$ cat src/rtl/loom_mem_shadow_ctrl.sv
// Shadow-access controller: global byte address -> (channel, word, 32-bit lane) with RMW for wide memories.
// Optional: LOOM_SHADOW_DECODE_ERR_EN flags unmapped requests with rsp_err and a 0xDEADBEEF read pattern.

module loom_mem_shadow_dec #(
  parameter int          ADDR_W     = 16,
  parameter int          MEM_ADDR_W = 12,
  parameter int          MAX_W      = 64,
  parameter int          LANE_W     = 1,
  parameter logic [ADDR_W-1:0] BASE = '0,
  parameter int unsigned DEPTH      = 1,
  parameter int unsigned WIDTH      = 32
) (
  input  logic [ADDR_W-1:0]     addr,
  output logic                  hit,
  output logic [MEM_ADDR_W-1:0] word,
  output logic [LANE_W-1:0]     lane,
  output logic                  wide,
  output logic [MAX_W-1:0]      mask
);
  localparam logic [63:0] STRIDE = 64'(4 * ((WIDTH + 31) / 32));
  localparam logic [63:0] LIMIT  = 64'(DEPTH) * STRIDE;
  localparam logic [MAX_W-1:0] MASK = (WIDTH >= MAX_W) ? '1
                                    : ((MAX_W'(1) << WIDTH) - MAX_W'(1));

  logic [63:0] a, off;

  assign a    = 64'(addr) & ~64'h3;
  assign off  = a - 64'(BASE);
  assign hit  = (a >= 64'(BASE)) && (off < LIMIT);
  assign word = MEM_ADDR_W'(off / STRIDE);
  assign lane = LANE_W'((off % STRIDE) >> 2);
  assign wide = (WIDTH > 32);
  assign mask = MASK;
endmodule

module loom_mem_shadow_ctrl #(
  parameter int NUM_MEMS   = 2,
  parameter int ADDR_W     = 16,
  parameter int MEM_ADDR_W = 12,
  parameter int MAX_W      = 64,
  parameter logic [NUM_MEMS*ADDR_W-1:0] MEM_BASE  = {16'h0400, 16'h0000},
  parameter logic [NUM_MEMS*32-1:0]     MEM_DEPTH = {32'd64, 32'd256},
  parameter logic [NUM_MEMS*32-1:0]     MEM_WIDTH = {32'd16, 32'd8}
) (
  input  logic                      clk,
  input  logic                      rst_n,
  input  logic                      req_valid,
  output logic                      req_ready,
  input  logic                      req_write,
  input  logic [ADDR_W-1:0]         req_addr,
  input  logic [31:0]               req_wdata,
  output logic                      rsp_valid,
  input  logic                      rsp_ready,
  output logic [31:0]               rsp_rdata,
  output logic                      rsp_err,
  output logic [MEM_ADDR_W-1:0]     mem_addr,
  output logic [MAX_W-1:0]          mem_wdata,
  output logic [NUM_MEMS-1:0]       mem_wen,
  output logic [NUM_MEMS-1:0]       mem_ren,
  input  logic [NUM_MEMS*MAX_W-1:0] mem_rdata
);
  localparam int NLANES = (MAX_W + 31) / 32;
  localparam int LANE_W = (NLANES > 1) ? $clog2(NLANES) : 1;
`ifdef LOOM_SHADOW_DECODE_ERR_EN
  localparam bit ERR_EN = 1'b1;
`else
  localparam bit ERR_EN = 1'b0;
`endif

  typedef enum logic [2:0] {IDLE, RD, CAP, WR, RESP} state_t;

  typedef struct packed {
    logic                write;
    logic                wide;
    logic [31:0]         wdata;
    logic [NUM_MEMS-1:0] sel;
    logic [LANE_W-1:0]   lane;
    logic [MAX_W-1:0]    mask;
  } req_t;

  state_t state_q, state_d;
  req_t   req_q;
  logic   accept;

  logic [NUM_MEMS-1:0]                 ch_hit, ch_wide;
  logic [NUM_MEMS-1:0][MEM_ADDR_W-1:0] ch_word;
  logic [NUM_MEMS-1:0][LANE_W-1:0]     ch_lane;
  logic [NUM_MEMS-1:0][MAX_W-1:0]      ch_mask;

  logic                  dec_hit, dec_wide;
  logic [NUM_MEMS-1:0]   dec_sel;
  logic [MEM_ADDR_W-1:0] dec_word;
  logic [LANE_W-1:0]     dec_lane;
  logic [MAX_W-1:0]      dec_mask;

  logic [MEM_ADDR_W-1:0] mem_addr_q;
  logic [MAX_W-1:0]      mem_wdata_q, rd_raw, rd_word, merged;
  logic [LANE_W+4:0]     lane_sh;
  logic [31:0]           rsp_rdata_q, rd_lane;
  logic                  rsp_err_q;

  // One decoder per channel; the incoming address is decoded so the first strobe lands at T+1.
  for (genvar i = 0; i < NUM_MEMS; i++) begin : g_dec
    loom_mem_shadow_dec #(
      .ADDR_W(ADDR_W), .MEM_ADDR_W(MEM_ADDR_W), .MAX_W(MAX_W), .LANE_W(LANE_W),
      .BASE(MEM_BASE[i*ADDR_W +: ADDR_W]),
      .DEPTH(MEM_DEPTH[i*32 +: 32]),
      .WIDTH(MEM_WIDTH[i*32 +: 32])
    ) u_dec (
      .addr(req_addr), .hit(ch_hit[i]), .word(ch_word[i]),
      .lane(ch_lane[i]), .wide(ch_wide[i]), .mask(ch_mask[i])
    );
  end

  // Lowest-index channel wins on overlap: scan downward so index 0 overrides last.
  always_comb begin
    dec_sel  = '0;
    dec_word = '0;
    dec_lane = '0;
    dec_wide = 1'b0;
    dec_mask = '0;
    for (int i = NUM_MEMS - 1; i >= 0; i--) begin
      if (ch_hit[i]) begin
        dec_sel  = NUM_MEMS'(1) << i;
        dec_word = ch_word[i];
        dec_lane = ch_lane[i];
        dec_wide = ch_wide[i];
        dec_mask = ch_mask[i];
      end
    end
  end
  assign dec_hit = |ch_hit;
  assign accept  = req_valid & req_ready;

  always_ff @(posedge clk or negedge rst_n) begin
    if (!rst_n) state_q <= IDLE;
    else        state_q <= state_d;
  end

  always_comb begin
    state_d = state_q;
    case (state_q)
      IDLE:    if (accept) state_d = !dec_hit ? RESP
                                   : (!req_write || dec_wide) ? RD : WR;
      RD:      state_d = CAP;
      CAP:     state_d = req_q.write ? WR : RESP;
      WR:      state_d = RESP;
      RESP:    if (rsp_ready) state_d = IDLE;
      default: state_d = IDLE;
    endcase
  end

  always_comb begin
    req_ready = (state_q == IDLE) & rst_n;
    rsp_valid = (state_q == RESP);
    mem_ren   = (state_q == RD) ? req_q.sel : '0;
    mem_wen   = (state_q == WR) ? req_q.sel : '0;
  end

  always_comb begin
    rd_raw = '0;
    for (int i = 0; i < NUM_MEMS; i++)
      if (req_q.sel[i]) rd_raw = mem_rdata[i*MAX_W +: MAX_W];
  end

  assign lane_sh = {req_q.lane, 5'b0};
  assign rd_word = rd_raw & req_q.mask;
  assign rd_lane = 32'(rd_word >> lane_sh);
  // Lanes past the channel width fall away under the mask.
  assign merged  = ((rd_word & ~(MAX_W'(32'hFFFF_FFFF) << lane_sh))
                    | (MAX_W'(req_q.wdata) << lane_sh)) & req_q.mask;

  always_ff @(posedge clk or negedge rst_n) begin
    if (!rst_n) begin
      req_q       <= '0;
      mem_addr_q  <= '0;
      mem_wdata_q <= '0;
      rsp_rdata_q <= '0;
      rsp_err_q   <= 1'b0;
    end else if (accept) begin
      req_q <= '{write: req_write, wide: dec_wide, wdata: req_wdata,
                 sel: dec_sel, lane: dec_lane, mask: dec_mask};
      if (dec_hit) mem_addr_q <= dec_word;
      if (dec_hit && req_write && !dec_wide)
        mem_wdata_q <= MAX_W'(req_wdata) & dec_mask;
      rsp_rdata_q <= (!dec_hit && !req_write && ERR_EN) ? 32'hDEAD_BEEF : 32'h0;
      rsp_err_q   <= ERR_EN & !dec_hit;
    end else if (state_q == CAP) begin
      if (req_q.write) mem_wdata_q <= merged;
      else             rsp_rdata_q <= rd_lane;
    end
  end

  assign mem_addr  = mem_addr_q;
  assign mem_wdata = mem_wdata_q;
  assign rsp_rdata = rsp_rdata_q;
  assign rsp_err   = rsp_err_q;
endmodule

$ cat config.mk
export PLATFORM = sky130hd
export DESIGN_NAME = loom_mem_shadow_ctrl
export DESIGN_NICKNAME = d
export VERILOG_FILES = /design/src/rtl/loom_mem_shadow_ctrl.sv
export SDC_FILE = /design/constraint.sdc
export NUM_CORES = 1
export LEC_CHECK = 0
export CORE_MARGIN = 5
export CORE_UTILIZATION = 32
export DETAILED_ROUTE_END_ITERATION = 6
export HOLD_SLACK_MARGIN = 0.02
export PLACE_DENSITY = 0.81
export SETUP_SLACK_MARGIN = 0.4
export SYNTH_ARGS = -nofsm -noshare
export SYNTH_HDL_FRONTEND = slang
export SYNTH_SLANG_ARGS = --single-unit
$ cat constraint.sdc
create_clock -name clk -period 2.5 [get_ports clk]
set_clock_uncertainty 0.05 [all_clocks]
set_input_delay 0.375 -clock clk [delete_from_list [all_inputs] [get_ports clk]]
set_output_delay 0.375 -clock clk [all_outputs]
set_load 0.02 [all_outputs]
== After elaboration in Yosys (flattened, before gate mapping) ==
Index checks and enable logic that the tools add are counted.
W data, S select, Z words.

* $add $sub $neg: 1
* Order comparisons: 4
* Equality and inequality tests: 8
* Multiplexer cells: 23
* Bitwise operators: 6
* Reductions and logical operators: 11

{| class="wikitable"
|+ Operator list
! cell !! number
|-
| $mux W64 || 7
|-
| $and A64 B64 Y64 || 2
|-
| $mux W32 || 3
|-
| $and A32 B64 Y64 || 1
|-
| $lt A64 B9 Y1 const B || 1
|-
| $or A64 B32 Y64 || 1
|-
| $mux W12 || 2
|-
| $sub A16 B11 Y17 const B || 1
|-
| $ge A16 B1 Y1 const B || 1
|-
| $ge A16 B11 Y1 const B || 1
|-
| $lt A16 B11 Y1 const B || 1
|-
| $mux W16 || 1
|-
| $pmux W3 S5 || 1
|-
| $mux W3 || 4
|-
| $mux W2 || 5
|-
| $eq A3 B2 Y1 const B || 2
|-
| $ne A2 B1 Y1 const B || 3
|-
| $reduce_and A2 Y1 || 3
|-
| $reduce_bool A2 Y1 || 2
|-
| $eq A3 B1 Y1 const B || 1
|-
| $eq A3 B3 Y1 const B || 1
|-
| $logic_and A1 B1 Y1 || 3
|-
| $logic_not A3 Y1 || 1
|-
| $reduce_and A3 Y1 || 1
|-
| other kinds (3) || 4
|}

* Bits in registers: 210
* Input port bits: 181
* Output and inout port bits: 115
* Logic and storage cells: 61

== Logic depth before layout (Yosys ltp) ==
* Depth in word-level cells: 8
* Depth in mapped cells: 8

== Modules after synthesis ==
From an unflattened synthesis, not the netlist that was laid out.

* Cells, all modules: 1398
* Area, all modules: 13037.5 µm²

{| class="wikitable"
|+ Modules (own cells, without submodules)
! module !! instances !! cells each !! area an instance (µm²) !! seq. area each (µm²)
|-
| loom_mem_shadow_ctrl || 1 || 1223 || 11746.3 || 5280.1
|-
| loom_mem_shadow_dec (g_dec[1].u_dec) || 1 || 93 || 680.7 || 0.0
|-
| loom_mem_shadow_dec (g_dec[0].u_dec) || 1 || 82 || 610.6 || 0.0
|}

== Least setup slack after synthesis ==
Ideal clock, no wire load.

* Path kind: input to register
* From: input port req_addr[10]
* To: register mem_wdata_q[14] (netlist: mem_wdata[14])
* Library setup time: 0.125 ns
* Arrival time: 1.994 ns
* Setup slack: 0.331 ns
* Stages: 8
* Path buffers: 1
* Cells stage by stage: inv_1 ha_1 o31ai_1 nand4_1 o21a_1 o21ai_4 buf_4 mux2_2

* Cells in the longest elaborated chain, start to end: 8
* Elaborated cells between the ends (all ways): 16
* Classes of those cells: 1 x add/sub; 4 x order compare; 1 x eq/ne; 4 x mux; 1 x bitwise; 5 x reduce/logical

{| class="wikitable"
|+ Ends and longest elaborated chain
! element !! line !! text
|-
| from (decl) || 50 || <nowiki>input logic [ADDR_W-1:0] req_addr,</nowiki>
|-
| $sub A16 B11 Y17 || 28 || <nowiki>assign off = a - 64'(BASE);</nowiki>
|-
| $lt A64 B9 Y1 || 29 || <nowiki>assign hit = (a >= 64'(BASE)) && (off < LIMIT);</nowiki>
|-
| $logic_and A1 B1 Y1 || 29 ||
|-
| $mux W16 || 123 || <nowiki>if (ch_hit[i]) begin</nowiki>
|-
| $mux W64 || 123 ||
|-
| $and A32 B64 Y64 || 185 || <nowiki>mem_wdata_q <= MAX_W'(req_wdata) & dec_mask;</nowiki>
|-
| $mux W64 || 184 || <nowiki>if (dec_hit && req_write && !dec_wide)</nowiki>
|-
| $mux W64 || 180 || <nowiki>end else if (accept) begin</nowiki>
|-
| to (signal assigned) || 185 ||
|-
| to (signal assigned) || 189 || <nowiki>if (req_q.write) mem_wdata_q <= merged;</nowiki>
|-
| to (decl) || 97 || <nowiki>logic [MAX_W-1:0] mem_wdata_q, rd_raw, rd_word, merged;</nowiki>
|}

Several ways; a longest one is shown, not always the timed one. The select of a mux whose other input is x is not followed.
A chain may end at the register's enable or synchronous reset.

== Final worst setup path ==
* From: input port req_addr[10]
* To: register mem_wdata_q[13] (netlist: mem_wdata[13])

The elaborated chain is that of the path after synthesis.

==> results.txt <==
Outcome - completed
Fin crit share - 0.803
CTS tree - yes
I/O pin cnt - 296
Die Ht - 114 um
Yosys cell types - 42
Crit path max fanout - 9
Number of DRC markers in iteration 0 - 127
Core Region - 0.0104 sq mm
Starting Density - 0.331
Initial antenna violation count - 0
Synthesized cell area - 0.00344 sq mm
Synth-to-Final Area Change - 39.2%
Worst Path Arrival - 2.19 ns
Clk root buf - clkbuf_8
Commonest non-fill, non-tap cell in the layout - clkdlybuf4s50_1
Slowest CP cell - mux2_2
Endpoint class of the critical path - flop
Yosys top cell by area - dfrtp_1
Via/cell ratio - 4.65
Yosys Warn Count - 0
Max-cap check violation count - 0
PwrDens - 583 mW/mm^2
Leakage - 0.00227 uW
Slew HR - 0.428
Final Slew Violations - 0
Post-synth EDFFs - 0
Inst Count DP - 583
Maximum VDD drop - 0.306 mV
DRC - 0
Worst skew pair latency - 0.34 ns
Largest net degree at the start of global routing - 68
Min Clock Period, post-route - 2.01 ns
Count of final hold-check violations - 0
Clock Path Buffers - 2
Aggregate global-route resource usage - 0.147
Final HPWL DP - 7210 um
Critical Path RT - 2.68 ns
Sequential area share after synthesis - 0.487
Share of the synthesized area in the top cell type - 0.487
CTS Buf Count - 9
Crit path max-delay family - compound AO/OA/AOI/OAI gates
Proportion of layout cells with a drive suffix above 1 - 0.146
Slew @ Worst Pin - 0.858 ns
F_max - 498 MHz
Die Area - 0.0129 sq mm
Number of global-route vias before repair - 2,831
DIE WIDTH - 114 um
Startpoint class of the critical path - input port
Synthesized instance count - 337
Setup TNS - 0 ns
Vias post-DR - 2,800
Diode count - 0
Total power - 2790 uW
Antenna-violating nets left - 0
Critical-path cell list - dlygate4sd2_1 > inv_2 > ha_4 > o31ai_4 > nand4_1 > o21a_4 > o21ai_4 > buf_12 > mux2_2
GP Congestion - 0.774
IO buf count - 108
Mapped Avg Cell Area - 10.2 sq um
Crit path buffers/inverters - 3
Remaining Overflow, GRT - 0
Setup slack, reg-to-reg - 0.55 ns
Final setup fails - 0
Final non-filler cell total - 602
Top post-synthesis cells by area - dfrtp_1, buf_4, nand2_1
First-pass GRT wire length - 14,900 um
H-tree depth - 3
Critical path class - input port to flop
Unrepaired setup endpoints after global routing - false
Row count - 37
CTS Sinks - 67
Fin nets - 644
Main synth FF type - dfrtp_1
DRT Wirelength - 9870 um
Max stage delay on crit path - 0.33 ns
Most frequent cells in the layout - clkdlybuf4s50_1, dfrtp_1, conb_1
Ys async rst share - 1.00
Pre-antenna DRT Iters - 5
Clock slew at reported path FFs - 0.08 ns
#FFs+latches synth - 67
DR WL/cell - 16.4 um
Worst min path class - input port to async pin
==> cell type report <==
cell class | instances | area (sq um)
clock inverter | 7 | 77.6
inverter | 7 | 26.3
clock buffer | 9 | 124
timing repair buffer | 130 | 1240
tap | 136 | 170
fill | 982 | 5620
sequential | 67 | 1680
multi-input combinational | 246 | 1480
==> flip-flops by register name (all words and copies together), names as in the netlist <==
| signal | cells |
|---|---|
| req_q | 20 |
| mem_wdata | 16 |
| rsp_rdata | 16 |
| mem_addr | 12 |
| state_q | 3 |
==> routing by layer <==
metal | routed length, um | up-vias | track usage
li1 | - | 1288 | -
met4 | 170 | 0 | 0.0569
met1 | 4090 | 1341 | 0.187
met2 | 4750 | 153 | 0.232
met5 | 0 | - | 0
met3 | 858 | 18 | 0.0472
==> synthesized netlist by cell type, drive strengths merged, types with 2 or more instances <==
cell / n
and3: 5
a32oi: 8
ha: 2
mux2: 16
a21oi: 3
clkbuf: 10
a22o: 16
nor2b: 3
and2: 3
a2bb2oi: 8
nand4: 2
a22oi: 7
buf: 71
dfrtp: 67
or2: 2
inv: 7
nand2: 61
o21ai: 11
o21a: 2
nor2: 9
o31ai: 9
==> cells by family (layout without fill, tap and decap cells) <==
group / count (synthesis) / after routing / synth area share
AO/OA/AOI/OAI: 70 / 70 / 0.158
XOR/XNOR: 1 / 1 / 0.00254
adder cells (fa/ha/maj): 2 / 2 / 0.00726
buffers and inverters: 88 / 153 / 0.169
flip-flops: 67 / 67 / 0.487
multiplexers: 16 / 16 / 0.0523
other: 1 / 65 / 0.00109
AND/OR/NAND/NOR: 92 / 92 / 0.122
==> through the flow <==
step	worst slack, ns	instance area [sq um]	utilization	hold WS, ns
after floorplan	0.401	3700	-	0.0294
after global placement	-0.0332	4540	0.436	0.409
after detailed placement	-0.119	4540	0.436	0.415
after CTS	0.424	4780	0.459	0.267
after global routing	0.405	4790	0.460	0.321
final	0.492	4790	0.460	0.251
==> power breakdown <==
group          total, uW  switching, uW  internal (uW)
clock                918            450            467
sequential          1280           83.6           1200
combinational        595            331            264
==> worst paths after layout <==
kind,to,depth (start not counted),from
worst min register to register,req_q[78]$_DFFE_PN0P_,2,req_q[78]$_DFFE_PN0P_
max in group asynchronous,state_q[0]$_DFFE_PN0P_,2,rst_n
min in group clk,req_q[78]$_DFFE_PN0P_,2,req_q[78]$_DFFE_PN0P_
worst min-delay path,req_q[70]$_DFFE_PN0P_,2,rst_n
worst max register to register,mem_addr[2]$_DFFE_PN0P_,6,state_q[1]$_DFFE_PN0P_
worst max-delay path,mem_wdata[13]$_DFFE_PN0P_,9,req_addr[10]
==> timing repair <==
action | in CTS | in global routing
pin swaps | 4 | 3
endpoints found under the setup margin | 43 | 29
gates cloned | 1 | 0
hold buffers | 0 | 0
setup buffers | 1 | 1
resized for setup | 18 | 7
(Power assumes the default switching activity.)
